<file path="config.mk">
export PLATFORM = sky130hd
export DESIGN_NAME = serial_cmd_parser
export DESIGN_NICKNAME = d
export VERILOG_FILES = /design/src/rtl/serial_cmd_parser.sv
export SDC_FILE = /design/constraint.sdc
export NUM_CORES = 1
export LEC_CHECK = 0
export ABC_AREA = 1
export CAP_MARGIN = 20
export CORE_ASPECT_RATIO = 0.6
export CORE_MARGIN = 1.5
export CORE_UTILIZATION = 40
export CTS_CLUSTER_SIZE = 14
export DETAILED_ROUTE_END_ITERATION = 16
export PLACE_DENSITY = 0.66
export SKIP_LAST_GASP = 1
export SLEW_MARGIN = 10
export SYNTH_ARGS = -nofsm -noshare
export SYNTH_HDL_FRONTEND = slang
export SYNTH_SLANG_ARGS = --single-unit
</file>
<file path="constraint.sdc">
create_clock -name clk -period 1.3 [get_ports clk]
set_clock_uncertainty 0.05 [all_clocks]
set_input_delay 0.26 -clock clk [delete_from_list [all_inputs] [get_ports clk]]
set_output_delay 0.26 -clock clk [all_outputs]
set_load 0.01 [all_outputs]
</file>
<file path="src/rtl/serial_cmd_parser.sv">
// rtl/serial_cmd_parser.sv - serial command frame parser driving four motor control registers
//
// Accepts one byte per rising edge of rbyte_ready and parses frames of the form
// header, P0, P1, P2, P3 (plus a trailing XOR checksum byte when
// SERIAL_CMD_CHECKSUM_EN is defined). Header bits [3:0] select which motors are
// updated; a committed frame loads the selected ctrlN registers and pulses wr.
//
// Ports:
//   clk          system clock, all logic on posedge
//   reset_n      asynchronous active-low reset
//   rx_byte      received byte from the serial receiver
//   rbyte_ready  byte-valid level from the receiver (edge detected here)
//   ctrl0..3     registered control bytes for motors 0..3
//   wr           one-cycle write strobes, bit n for motor n
//   frame_ok     one-cycle pulse per committed frame
//   frame_err    one-cycle pulse per discarded frame or rejected header
//   frame_cnt    committed frame count, wraps 255 -> 0
//
// Optional feature macro: SERIAL_CMD_CHECKSUM_EN
module serial_cmd_parser #(
  parameter int TIMEOUT = 100000,
  parameter int CNT_W   = 17
) (
  input  logic       clk,
  input  logic       reset_n,
  input  logic [7:0] rx_byte,
  input  logic       rbyte_ready,
  output logic [7:0] ctrl0,
  output logic [7:0] ctrl1,
  output logic [7:0] ctrl2,
  output logic [7:0] ctrl3,
  output logic [3:0] wr,
  output logic       frame_ok,
  output logic       frame_err,
  output logic [7:0] frame_cnt
);

`ifdef SERIAL_CMD_CHECKSUM_EN
  typedef enum logic [1:0] {IDLE, PAYLOAD, COMMIT, CHECK} state_t;
`else
  typedef enum logic [1:0] {IDLE, PAYLOAD, COMMIT} state_t;
`endif

  localparam logic [CNT_W-1:0] TO_C = CNT_W'(TIMEOUT);

  state_t           state, state_nxt;
  logic [1:0]       idx, idx_nxt;
  logic [3:0]       mask;
  logic [7:0]       shadow [4];
  logic [7:0]       pl [4];
  logic [CNT_W-1:0] gap;
  logic             rdy_q;
  logic             armed;
  logic             accept;
  logic             hdr_ok;
  logic             timeout;
  logic             load_hdr;
  logic             store_pl;
  logic             commit_go;
  logic             err_go;
`ifdef SERIAL_CMD_CHECKSUM_EN
  logic [7:0]       csum;
`endif

  // armed stays low for the first cycle after reset so that a strobe already
  // high at release is absorbed into rdy_q instead of looking like an edge.
  assign accept  = rbyte_ready & ~rdy_q & armed;
  assign hdr_ok  = (rx_byte[7:4] == 4'h0) && (rx_byte[3:0] != 4'h0);
  // A byte landing in the same cycle the gap limit is reached keeps the frame.
  assign timeout = (gap == TO_C) && !accept;

  always_comb begin
    state_nxt = state;
    idx_nxt   = idx;
    load_hdr  = 1'b0;
    store_pl  = 1'b0;
    commit_go = 1'b0;
    err_go    = 1'b0;
    case (state)
      // COMMIT behaves like IDLE so a byte arriving there is taken as a header.
      IDLE, COMMIT: begin
        state_nxt = IDLE;
        if (accept) begin
          if (hdr_ok) begin
            load_hdr  = 1'b1;
            idx_nxt   = 2'd0;
            state_nxt = PAYLOAD;
          end else begin
            err_go = 1'b1;
          end
        end
      end
      PAYLOAD: begin
        if (accept) begin
          store_pl = 1'b1;
          idx_nxt  = idx + 2'd1;
          if (idx == 2'd3) begin
`ifdef SERIAL_CMD_CHECKSUM_EN
            state_nxt = CHECK;
`else
            commit_go = 1'b1;
            state_nxt = COMMIT;
`endif
          end
        end else if (timeout) begin
          err_go    = 1'b1;
          state_nxt = IDLE;
        end
      end
`ifdef SERIAL_CMD_CHECKSUM_EN
      CHECK: begin
        if (accept) begin
          if (rx_byte == csum) begin
            commit_go = 1'b1;
            state_nxt = COMMIT;
          end else begin
            err_go    = 1'b1;
            state_nxt = IDLE;
          end
        end else if (timeout) begin
          err_go    = 1'b1;
          state_nxt = IDLE;
        end
      end
`endif
      default: state_nxt = IDLE;
    endcase
  end

  // Shadow values including the byte being stored this cycle, so the commit of
  // the final payload byte can load ctrl in the very next cycle.
  always_comb begin
    for (int i = 0; i < 4; i++) begin
      pl[i] = (store_pl && (idx == 2'(i))) ? rx_byte : shadow[i];
    end
  end

  always_ff @(posedge clk or negedge reset_n) begin
    if (!reset_n) begin
      state     <= IDLE;
      idx       <= 2'd0;
      mask      <= 4'h0;
      rdy_q     <= 1'b0;
      armed     <= 1'b0;
      gap       <= '0;
      for (int i = 0; i < 4; i++) shadow[i] <= 8'h00;
      ctrl0     <= 8'h00;
      ctrl1     <= 8'h00;
      ctrl2     <= 8'h00;
      ctrl3     <= 8'h00;
      wr        <= 4'h0;
      frame_ok  <= 1'b0;
      frame_err <= 1'b0;
      frame_cnt <= 8'h00;
`ifdef SERIAL_CMD_CHECKSUM_EN
      csum      <= 8'h00;
`endif
    end else begin
      state <= state_nxt;
      idx   <= idx_nxt;
      rdy_q <= rbyte_ready;
      armed <= 1'b1;
      if (load_hdr) mask <= rx_byte[3:0];
      for (int i = 0; i < 4; i++) shadow[i] <= pl[i];

      if (accept || (state == IDLE)) gap <= '0;
      else if (gap != TO_C)          gap <= gap + CNT_W'(1);

`ifdef SERIAL_CMD_CHECKSUM_EN
      if (load_hdr)      csum <= rx_byte;
      else if (store_pl) csum <= csum ^ rx_byte;
`endif

      wr        <= commit_go ? mask : 4'h0;
      frame_ok  <= commit_go;
      frame_err <= err_go;
      if (commit_go) begin
        frame_cnt <= frame_cnt + 8'd1;
        if (mask[0]) ctrl0 <= pl[0];
        if (mask[1]) ctrl1 <= pl[1];
        if (mask[2]) ctrl2 <= pl[2];
        if (mask[3]) ctrl3 <= pl[3];
      end
    end
  end

endmodule

</file>
# [Word level (Yosys, flattened, before mapping)]
# Index checks and enable logic that the tools add are counted.
[classes] eq_ne=12 n_bitwise=3 reduce_logical=21 add_sub_neg=3 muxes=30
[ops] op="$mux W17" n=2
[ops] op="$mux W8" n=4
[ops] op="$add A17 B1 Y17 const B" n=1
[ops] op="$eq A17 B17 Y1 const B" n=1
[ops] op="$ne A17 B17 Y1 const B" n=1
[ops] op="$mux W1" n=14
[ops] op="$mux W2" n=6
[ops] op="$reduce_and A2 Y1" n=5
[ops] op="$add A8 B1 Y8 const B" n=1
[ops] op="$pmux W2 S2" n=2
[ops] op="$eq A2 B2 Y1 const B" n=3
[ops] op="$logic_and A1 B1 Y1" n=6
[ops] op="$ne A2 B2 Y1 const B" n=3
[ops] op="$ne A3 B3 Y1 const B" n=2
[ops] op="$eq A2 B1 Y1 const B" n=2
[ops] op="$logic_not A2 Y1" n=2
[ops] op="$logic_not A4 Y1" n=1
[ops] op="$mux W4" n=1
[ops] op="$reduce_and A4 Y1" n=1
[ops] op="$reduce_bool A2 Y1" n=2
[ops] op="$reduce_bool A4 Y1" n=1
[ops] op="$add A2 B1 Y2 const B" n=1
[ops] op="$and A1 B1 Y1" n=2
[ops] op="$pmux W1 S2" n=1
[ops] op="other kinds (4)" n=4
[totals] reg_bits=105 wordCells=87 input_bits=11

# [Logic depth before layout (Yosys ltp)]
# Gate-level depths: netlist (run 1).
[depth] depth_word=8 ltp_mapped=9 ltp_nobuf=9

# [Worst setup path after synthesis (run 1)]
# OpenSTA, ideal clock, no wires.
[synth_timing] path_type="register -> register" start="register idx[0]" end="register ctrl3[7]" arrival_time_ps=1218 setup_slack_ps=-89 period_less_slack_ps=1389 stages_incl_launch_ff=8 path_buffers=1 t_required_ps=1130 path_cell_list="dfrtp_1 -> ha_1 -> inv_1 -> nor2_8 -> nand2_4 -> buf_6 -> nand2_1 -> o21ai_2"
[synth_via] elab_chain_len=5 elab_cells_between_ends=7 classes_between="eq/ne (1); mux (4); reduce/logical (2)"
[synth_rtl] item="start, declared" line="47" source="logic [1:0] idx, idx_nxt;"
[synth_rtl] item="start signal, assigned" line="160" source="idx <= idx_nxt;"
[synth_rtl] item="$eq A2 B2 Y1 *" line="97, 134"
[synth_rtl] item="$mux W1" line="97" source="if (idx == 2'd3) begin"
[synth_rtl] item="$mux W1" line="94" source="if (accept) begin"
[synth_rtl] item="$mux W1" line="79" source="case (state)"
[synth_rtl] item="$reduce_and A2 Y1 (no source line)"
[synth_rtl] item="end signal, assigned" line="182" source="if (mask[3]) ctrl3 <= pl[3];"
[synth_rtl] item="end, declared" line="31" source="output logic [7:0] ctrl3,"
# Mark *: on every way between the ends. The rest lies on a longest branch, timed or not.
# A chain may end at the register's enable or synchronous reset.

# [Worst setup path after layout (run 1)]
[layout_timing] start="register armed" end="register ctrl2[2]"
[layout_via] elab_chain_len=5 elab_cells_between_ends=8 classes_between="mux (5); bitwise (1); reduce/logical (2)"
[layout_rtl] item="start, declared" line="53" source="logic armed;"
[layout_rtl] item="start signal, assigned" line="144" source="armed <= 1'b0;"
[layout_rtl] item="start signal, assigned" line="162" source="armed <= 1'b1;"
[layout_rtl] item="$and A1 B1 Y1 *" line="67" source="assign accept = rbyte_ready & ~rdy_q & armed;"
[layout_rtl] item="$mux W1" line="94"
[layout_rtl] item="$mux W1" line="79"
[layout_rtl] item="$logic_and A1 B1 Y1" line="134" source="pl[i] = (store_pl && (idx == 2'(i))) ? rx_byte : shadow[i];"
[layout_rtl] item="$mux W8" line="134"
[layout_rtl] item="end signal, assigned" line="181" source="if (mask[2]) ctrl2 <= pl[2];"
[layout_rtl] item="end, declared" line="30" source="output logic [7:0] ctrl2,"
# Marked as above.

==> results of run 1 <==
[flip-flops by register name, indices dropped and copies added, names as in the netlist]
name and flops:
frame_cnt 8, state 2, rdy_q 1, ctrl1 8
frame_ok 1, ctrl2 8, gap 17, armed 1
ctrl0 8, wr 4, mask 4, ctrl3 8
shadow 24, frame_err 1, idx 2
[final cells by class]
cell class	instances	area, um2	share of cell area
Multi-Input combinational cell	392	2600	0.360
Sequential cell	97	2430	0.337
Timing Repair Buffer	150	1330	0.184
Inverter	77	329	0.0456
Clock buffer	10	229	0.0317
Tap cell	160	200	0.0277
Clock inverter	6	66.3	0.00919
Timing Repair inverter	2	25.0	0.00347
[path summary, 6_finish.rpt]
kind                        startpoint        to  slack [ns]  cells after the start
max reg2reg                      armed  ctrl2[2]       -0.21                      9
max                              armed  ctrl2[2]       -0.21                      9
max in group asynchronous      reset_n    gap[8]        0.39                      3
min                        rbyte_ready     rdy_q        0.16                      1
min in group asynchronous      reset_n     wr[1]        0.32                      2
min reg2reg                   ctrl0[1]  ctrl0[1]        0.43                      2
[report_power, final]
group	switching, mW	total (mW)	internal, mW
Sequential	0.179	3.47	3.29
Clock	1.18	2.68	1.50
Combinational	0.972	1.87	0.894
Total	2.33	8.01	5.68
[layer usage]
layer	part of all wire	global-route usage
met3	0.067	0.0525
met5	0	0
met4	0.011	0.0637
met2	0.45	0.330
met1	0.48	0.339
[synthesized netlist by cell type]
cell / instances
sky130_fd_sc_hd__nand3b_1: 2
sky130_fd_sc_hd__clkbuf_1: 2
sky130_fd_sc_hd__xor2_1: 6
sky130_fd_sc_hd__buf_2: 4
sky130_fd_sc_hd__nor2_1: 56
sky130_fd_sc_hd__nand2_1: 192
sky130_fd_sc_hd__dfrtp_1: 97
sky130_fd_sc_hd__buf_6: 2
sky130_fd_sc_hd__a21oi_1: 6
sky130_fd_sc_hd__nand3_1: 45
sky130_fd_sc_hd__o21ai_2: 8
sky130_fd_sc_hd__o21ai_0: 11
sky130_fd_sc_hd__nor2_4: 1
sky130_fd_sc_hd__conb_1: 1
sky130_fd_sc_hd__nand2_2: 1
sky130_fd_sc_hd__nor2_2: 4
sky130_fd_sc_hd__nand2_4: 5
sky130_fd_sc_hd__and2_1: 25
sky130_fd_sc_hd__nor3b_1: 1
sky130_fd_sc_hd__inv_1: 72
sky130_fd_sc_hd__nor3_1: 6
sky130_fd_sc_hd__clkinv_2: 3
sky130_fd_sc_hd__inv_2: 2
sky130_fd_sc_hd__ha_1: 7
sky130_fd_sc_hd__xnor2_1: 1
sky130_fd_sc_hd__nor2_8: 1
sky130_fd_sc_hd__nand4_1: 10
[timing repair]
| action | CTS | global route |
|---|---|---|
| buffers inserted | 19 | 18 |
| pin swaps | 63 | 29 |
| endpoints found under the hold margin | 20 | 0 |
| resized for setup | 263 | 113 |
| hold buffers | 1 | 0 |
| gates cloned | 7 | 0 |
| setup endpoints to repair | 137 | 122 |
[worst max-delay path, stage by stage (launching register included)]
cell and delay (ns):
sky130_fd_sc_hd__dfrtp_1 0.38, sky130_fd_sc_hd__nand2_2 0.08, sky130_fd_sc_hd__nor2_4 0.15, sky130_fd_sc_hd__nand2_4 0.12
sky130_fd_sc_hd__nor2_8 0.13, sky130_fd_sc_hd__buf_12 0.16, sky130_fd_sc_hd__nand2_8 0.07, sky130_fd_sc_hd__buf_12 0.16
sky130_fd_sc_hd__nand2_2 0.06, sky130_fd_sc_hd__nand2_1 0.05
[cell families (layout without fill, tap and decap cells)]
family	after synthesis	after routing	synth area share
buf+inv	85	245	0.0741
simple gates	349	352	0.334
xor+xnor	7	7	0.0133
compound gates	25	25	0.0336
flops	97	97	0.525
fa+ha+maj	7	7	0.0189
other cells	1	1	0.000811
[per-stage QoR]
stage	worst slack (ns)	area, um2	setup TNS, ns	util	instances
2_1_floorplan	-0.0822	4640	-0.449	-	571
3_3_place_gp	-0.596	5840	-46.39	0.517	835
3_5_place_dp	-0.615	5840	-48.53	0.517	835
4_1_cts	-0.151	6960	-8.72	0.616	878
5_1_grt	-0.285	7220	-18.64	0.639	894
6_report	-0.207	7220	-11.79	0.639	894
==> results.md, run 1 <==
- The run finished, with violations left.
- The checks that failed: negative setup slack.
- In the final design database the tool counted 747 nets.
- Each instance of the synthesized netlist takes up on average 8.10 um2.
- The worst setup path is launched from a register.
- The die width is 142 um.
- Data on the critical path is required at its endpoint by between 1 and 1.5 ns.
- The pin count of the biggest net entering global routing is 32.
- The flop and latch count out of synthesis is 97.
- The distinct cell type count after synthesis is 27.
- The via count of the first global-routing pass came to roughly 4200.
- The height of the chip is 86.3 um.
- The longest clock path from root to sink contains 2 buffers.
- Counting the buffers created by CTS gives 9.
- The number of hold-slack violations in the final timing report came to 0.
- The max-slew violation count is 0.
- Compared with the post-synthesis result, the final layout area differs by 56.0%.
- The final weighted congestion in routability-driven placement is 0.912.
- In this run the core area contains 30 standard-cell rows.
- The region available for standard cell placement spans 11300 um2.
- The tightest min-delay check is of the in -> reg type.
- The number of synthesis warnings is 0.
- Global routing finished with a remaining overflow of 0.
- The root buffer cell chosen for the clock tree is sky130_fd_sc_hd__clkbuf_16.
- Summed over all cells, the static leakage comes to 3.76 nW.
- The largest fanout of any net on the critical path is 8.
- In the final layout, the share of cells above drive strength 1 is 0.432.
- The setup slack after layout is -0.207 ns.
- The final routed wire length divided by cell count is ~15 um.
- Detailed routing inserted a total of between 4000 and 5000 vias.
- The number of antenna-violating nets in the routed design is 0.
- The endpoint class of the critical path is a register.
- The floorplan die area is approximately 12000 um2.
- By area the synthesized netlist is led by sky130_fd_sc_hd__dfrtp_1, sky130_fd_sc_hd__nand2_1, sky130_fd_sc_hd__inv_1, sky130_fd_sc_hd__nand3_1, sky130_fd_sc_hd__nor2_1.
- For this run, the top clock speed supported by timing is between 600 and 700 MHz.
- The share of the Yosys chip area taken by registers is 0.525.
- Summed over all instances, the cell type with the most area after synthesis is sky130_fd_sc_hd__dfrtp_1.
- After detailed routing, the number of remaining DRC violations is 0.
- The filler cell count in the final layout is 891.
- The first global-routing pass estimated 21.4 mm of wire.
- The later pin in the worst-skew pair is clocked with a latency of between 0.3 and 0.4 ns.
- The minimum clock period is 1.51 ns.
- Setup repair after global routing could not meet its margin everywhere.
- The fraction of synthesized cell area taken by the top area cell type is 0.525.
- The number of nets in the synthesized netlist is 589.
- CTS saw 97 sinks.
- Hold is met by 0.162 ns.
- The number of vias per cell is 4.93.
- Across every metal layer, demand over resource in global routing totals 0.227.
- The arrival time reported for the critical path endpoint is around 1.7 ns.
- Of the available clock period, the critical path in the final layout requires 1.16.
- Synthesis handed over a netlist of 571 instances.
- The count of buffers added on input and output ports is 56.
- The number of top-level design ports is between 50 and 60.
- The power density over the cells is 1110 nW/um2.
- The number of detailed-route iterations in the first pass is 7.
- The starting utilization of the core area is 0.409.
- The library cell used most frequently in the layout, excluding fill and tap cells, is sky130_fd_sc_hd__nand2_1.
- The starting DRC count in detailed routing is 299.
- The CTS tree is built.
- The category of the critical setup timing path is reg -> reg.
- Setup violations remaining at the end of the flow were counted as 90.
- Across the run, the number of max-cap violations was 0.
- The H-tree generated during clock tree synthesis spans 3 levels.
- Across the VDD grid, the largest voltage drop is between 0.6 and 0.7 mV.
- The initial antenna violation count came to 0.
- The number of antenna diodes in the final layout is 0.
- The total standard cell area after synthesis is 4620 um2.
- The clock transition at the register clock pins on the worst setup and hold paths after CTS is 0.07 ns.
- In the layout the commonest cells are sky130_fd_sc_hd__nand2_1, sky130_fd_sc_hd__dfrtp_1, sky130_fd_sc_hd__buf_4, sky130_fd_sc_hd__inv_1, sky130_fd_sc_hd__nor2_1.
- Summed over all layers, the routed wires come to approximately 14 mm.
- The total power is between 8 and 9 mW.
- Detailed placement finished with a half-perimeter wire length of 8.50 mm.
No activity file was read; power rests on OpenSTA's default activity.
==> run 2: changes to the inputs <==
--- a/config.mk
+++ b/config.mk
@@ -9,10 +9,11 @@
 export CAP_MARGIN = 20
 export CORE_ASPECT_RATIO = 0.6
 export CORE_MARGIN = 1.5
-export CORE_UTILIZATION = 40
+export CORE_UTILIZATION = 50
 export CTS_CLUSTER_SIZE = 14
 export DETAILED_ROUTE_END_ITERATION = 16
-export PLACE_DENSITY = 0.66
+export GPL_TIMING_DRIVEN = 0
+export PLACE_DENSITY = 0.79
 export SKIP_LAST_GASP = 1
 export SLEW_MARGIN = 10
 export SYNTH_ARGS = -nofsm -noshare
==> run 2 against run 1 <==
Compared with the run above:
- register-to-register slack lost 0.17 ns
- combinational power is essentially flat
- routed wire length is 14% higher
- die area down 19%
- worst setup slack got worse by 0.17 ns
- final cell count fell by 8.3%
- highest routed layer unchanged
- clock-buffer cell count stayed put
- global-route usage increased by 4.7 points
- the flow still finishes with violations (negative setup slack)
==> results.md, run 2 (synthesized netlist as in run 1, its figures left out) <==
- In the final layout, the registers with the most flip-flops are shadow: 24 flops, gap: 17 flops.
- In this run the critical register-to-register path is launched from armed.
- In this run the clock root is driven by a sky130_fd_sc_hd__clkbuf_16.
- The floorplan has 26 rows.
- After the first detailed-routing iteration, the DRC count stood at about 450.
- The number of top-level design ports is 57.
- The number of detailed-route iterations in the first pass is 6.
- The via count of the first global-routing pass was 4141.
- In the routed design, unresolved DRC markers number 0.
- The critical path is of the reg -> reg type.
- The maximum achievable frequency is 595 MHz.
- Across all layers, the routed design uses 4647 vias.
- The final weighted congestion in routability-driven placement is 0.918.
- The maximum vdd drop is 0.946 mV.
- The initial utilization of the core area, before any placement, comes to 0.528.
- The initial antenna violation count is 0.
- The worst register-to-register path has a depth of 7.
- The worst setup path is captured at a register.
- The internal reg-to-reg setup slack is -0.38 ns.
- The worst path in the final design needs a cycle of 1.68 ns, including I/O delays and setup.
- Prior to clock tree synthesis, the placed netlist has a worst setup slack of -0.717 ns.
- The CTS tree is built.
- shadow holds more flip-flops than any other register.
- Of the cells placed in the final design, the portion with a size suffix greater than 1 is 0.424.
- The sum of net half-perimeters after detailed placement is just under 8 mm.
- The startpoint identified for the worst hold timing path is rbyte_ready.
- The final layout contains routed wiring with a total length of 15.8 mm.
- The die width is ~130 um.
- The power density over the cells is 1180 nW/um2.
- The max-slew violation count is 0.
- The H-tree was split into 3 levels.
- The largest fanout of any net on the critical path is 6.
- No sink is reached through more buffers than the 2 on the longest clock path.
- The total clock sinks is 97.
- The quantity of I/O buffers inserted on ports is 56.
- The count of nets left with antenna violations once routing finished came out at 0.
- Of the available clock period, the critical path in the final layout requires 1.29.
- In this run the critical register-to-register path is captured at gap[5].
- The setup slack after layout is -0.380 ns.
- The worst hold path class is in -> reg.
- The nature of the critical path startpoint is a register.
- The height of the chip is 77.5 um.
- The checks that failed: negative setup slack.
- Across the run, the number of max-cap violations was 0.
- The worst hold margin is 0.186 ns.
- In the routed layout, each cell is associated on average with a via count of roughly 5.7.
- The number of flip-flops under the largest register name is 24.
- The count of inserted antenna diode cells is 0.
- The placeable core region is 8750 um2.
- Clock latency on the worst-skew pair, taken at its later pin, is approximately 0.35 ns.
- At the worst endpoint, the required time is 1.50 ns.
- Summed over all cells, the static leakage comes to 3.55 nW.
- The arrival time reported for the critical path endpoint is 1.88 ns.
- The number of hold-slack violations in the final timing report is 0.
- The layout-stage area growth over the synthesis result is 48.0%.
- After clock tree synthesis, the clock-pin slew on the worst setup and hold paths is 0.07 ns.
- After detailed routing, the average wire length per cell comes to 19.2 um.
- The CTS buffer count is 9.
- The most common cell after layout, fill and taps aside is sky130_fd_sc_hd__nand2_1.
- Counting instances, the worst hold path has a depth of 1.
- The final-stage net count is between 700 and 800.
- The flow ran to the end, but the final reports show violations.
- The floorplan die area is slightly below 10000 um2.
- The first global-routing pass estimated 20.8 mm of wire.
- The worst-case hold path end point is rdy_q.
- Entering global routing, the biggest net connects 63 pins.
- Setup violations remaining at the end of the flow were counted as 94.
- Setup repair after global routing could not meet its margin everywhere.
- Across every metal layer, demand over resource in global routing totals 0.274.
- The core utilization of the finished layout is 0.782.
- The setup TNS after final layout is -18.15 ns.
- For this run the aggregate overflow at the end of global routing stands at 0.
- The top cell types in the final layout, fill and taps aside, are sky130_fd_sc_hd__nand2_1, sky130_fd_sc_hd__dfrtp_1, sky130_fd_sc_hd__inv_1.
## run 2: changes by cell type in the layout (fill, tap and decap cells not counted), moves of 4 or more
cell and change:
sky130_fd_sc_hd__nor2_4 +4, sky130_fd_sc_hd__buf_12 -8, sky130_fd_sc_hd__nand2_2 +7, sky130_fd_sc_hd__buf_4 -24, sky130_fd_sc_hd__clkbuf_2 +6, sky130_fd_sc_hd__dfrtp_2 +6, sky130_fd_sc_hd__nand2_4 -8, sky130_fd_sc_hd__inv_1 -5
sky130_fd_sc_hd__dfrtp_1 -6, sky130_fd_sc_hd__clkdlybuf4s15_1 -4, sky130_fd_sc_hd__o21ai_2 -4, sky130_fd_sc_hd__o21ai_0 +5
## run 2: metrics by stage
stage	total power, mW	instances	cell area (um2)
final	8.11	820	6840
after CTS	7.42	793	6350
after detailed placement	4.43	740	5360
after floorplan	4.10	571	4640
after global routing	8.38	820	6840
after global placement	4.36	739	5340
## run 2: area by class of cell
class                   instances  area (um2)
plain buffers                   6        58.8
clock buffers                  10         229
clock inverters                 6        68.8
fillers                       497        1910
inverters                      77         357
multi-input cells             391        2510
flip-flops and latches         97        2440
well taps                     112         140
repair buffers                119        1010
repair inverters                2        20.0
## run 2: worst max path at each step
stage / start / to / cells past startpoint
3_5_place_dp: rbyte_ready / ctrl1[5] / 9
3_3_place_gp: reset_n / ctrl1[5] / 1
4_1_cts: state[0] / frame_cnt[5] / 8
5_1_grt: armed / gap[5] / 7
6_report: armed / gap[5] / 7
2_1_floorplan: armed / ctrl3[7] / 8
## run 2: critical path: stages (launching register included)
cell and delay, ns:
sky130_fd_sc_hd__dfrtp_1 0.40, sky130_fd_sc_hd__nand2_2 0.09, sky130_fd_sc_hd__nor2_4 0.04, sky130_fd_sc_hd__buf_4 0.14
sky130_fd_sc_hd__buf_6 0.12, sky130_fd_sc_hd__nor2_4 0.25, sky130_fd_sc_hd__o21ai_0 0.23, sky130_fd_sc_hd__a21oi_1 0.26
## run 2: repair_timing
item,CTS,global route
endpoints found under the setup margin,138,126
endpoints found under the hold margin,35,0
resized for setup,209,168
buffers inserted,34,26
pin swaps,81,49
hold buffers,1,0
gates cloned,4,3
## run 2: where the power goes
group / total (mW) / leakage (nW) / internal (mW) / switching (mW)
registers: 3.51 / 1.19 / 3.29 / 0.223
logic: 1.89 / 2.22 / 0.844 / 1.05
clock network: 2.71 / 0.143 / 1.50 / 1.21
## run 2: per-layer routing
| metal | vias to the layer above | part of all wire | GRT usage |
|---|---|---|---|
| li1 | 2036 | - | - |
| met1 | 2232 | 0.41 | 0.392 |
| met2 | 315 | 0.46 | 0.415 |
| met3 | 64 | 0.10 | 0.0676 |
| met4 | 0 | 0.035 | 0.0818 |
| met5 | - | 0 | 0 |
==> run 3: changes to the inputs <==
--- a/config.mk
+++ b/config.mk
@@ -6,6 +6,7 @@
 export NUM_CORES = 1
 export LEC_CHECK = 0
 export ABC_AREA = 1
+export ABC_CLOCK_PERIOD_IN_PS = 1300
 export CAP_MARGIN = 20
 export CORE_ASPECT_RATIO = 0.6
 export CORE_MARGIN = 1.5
==> results of run 3 <==
Same layout as run 2: the final DEF is identical, and so are final timing and power.
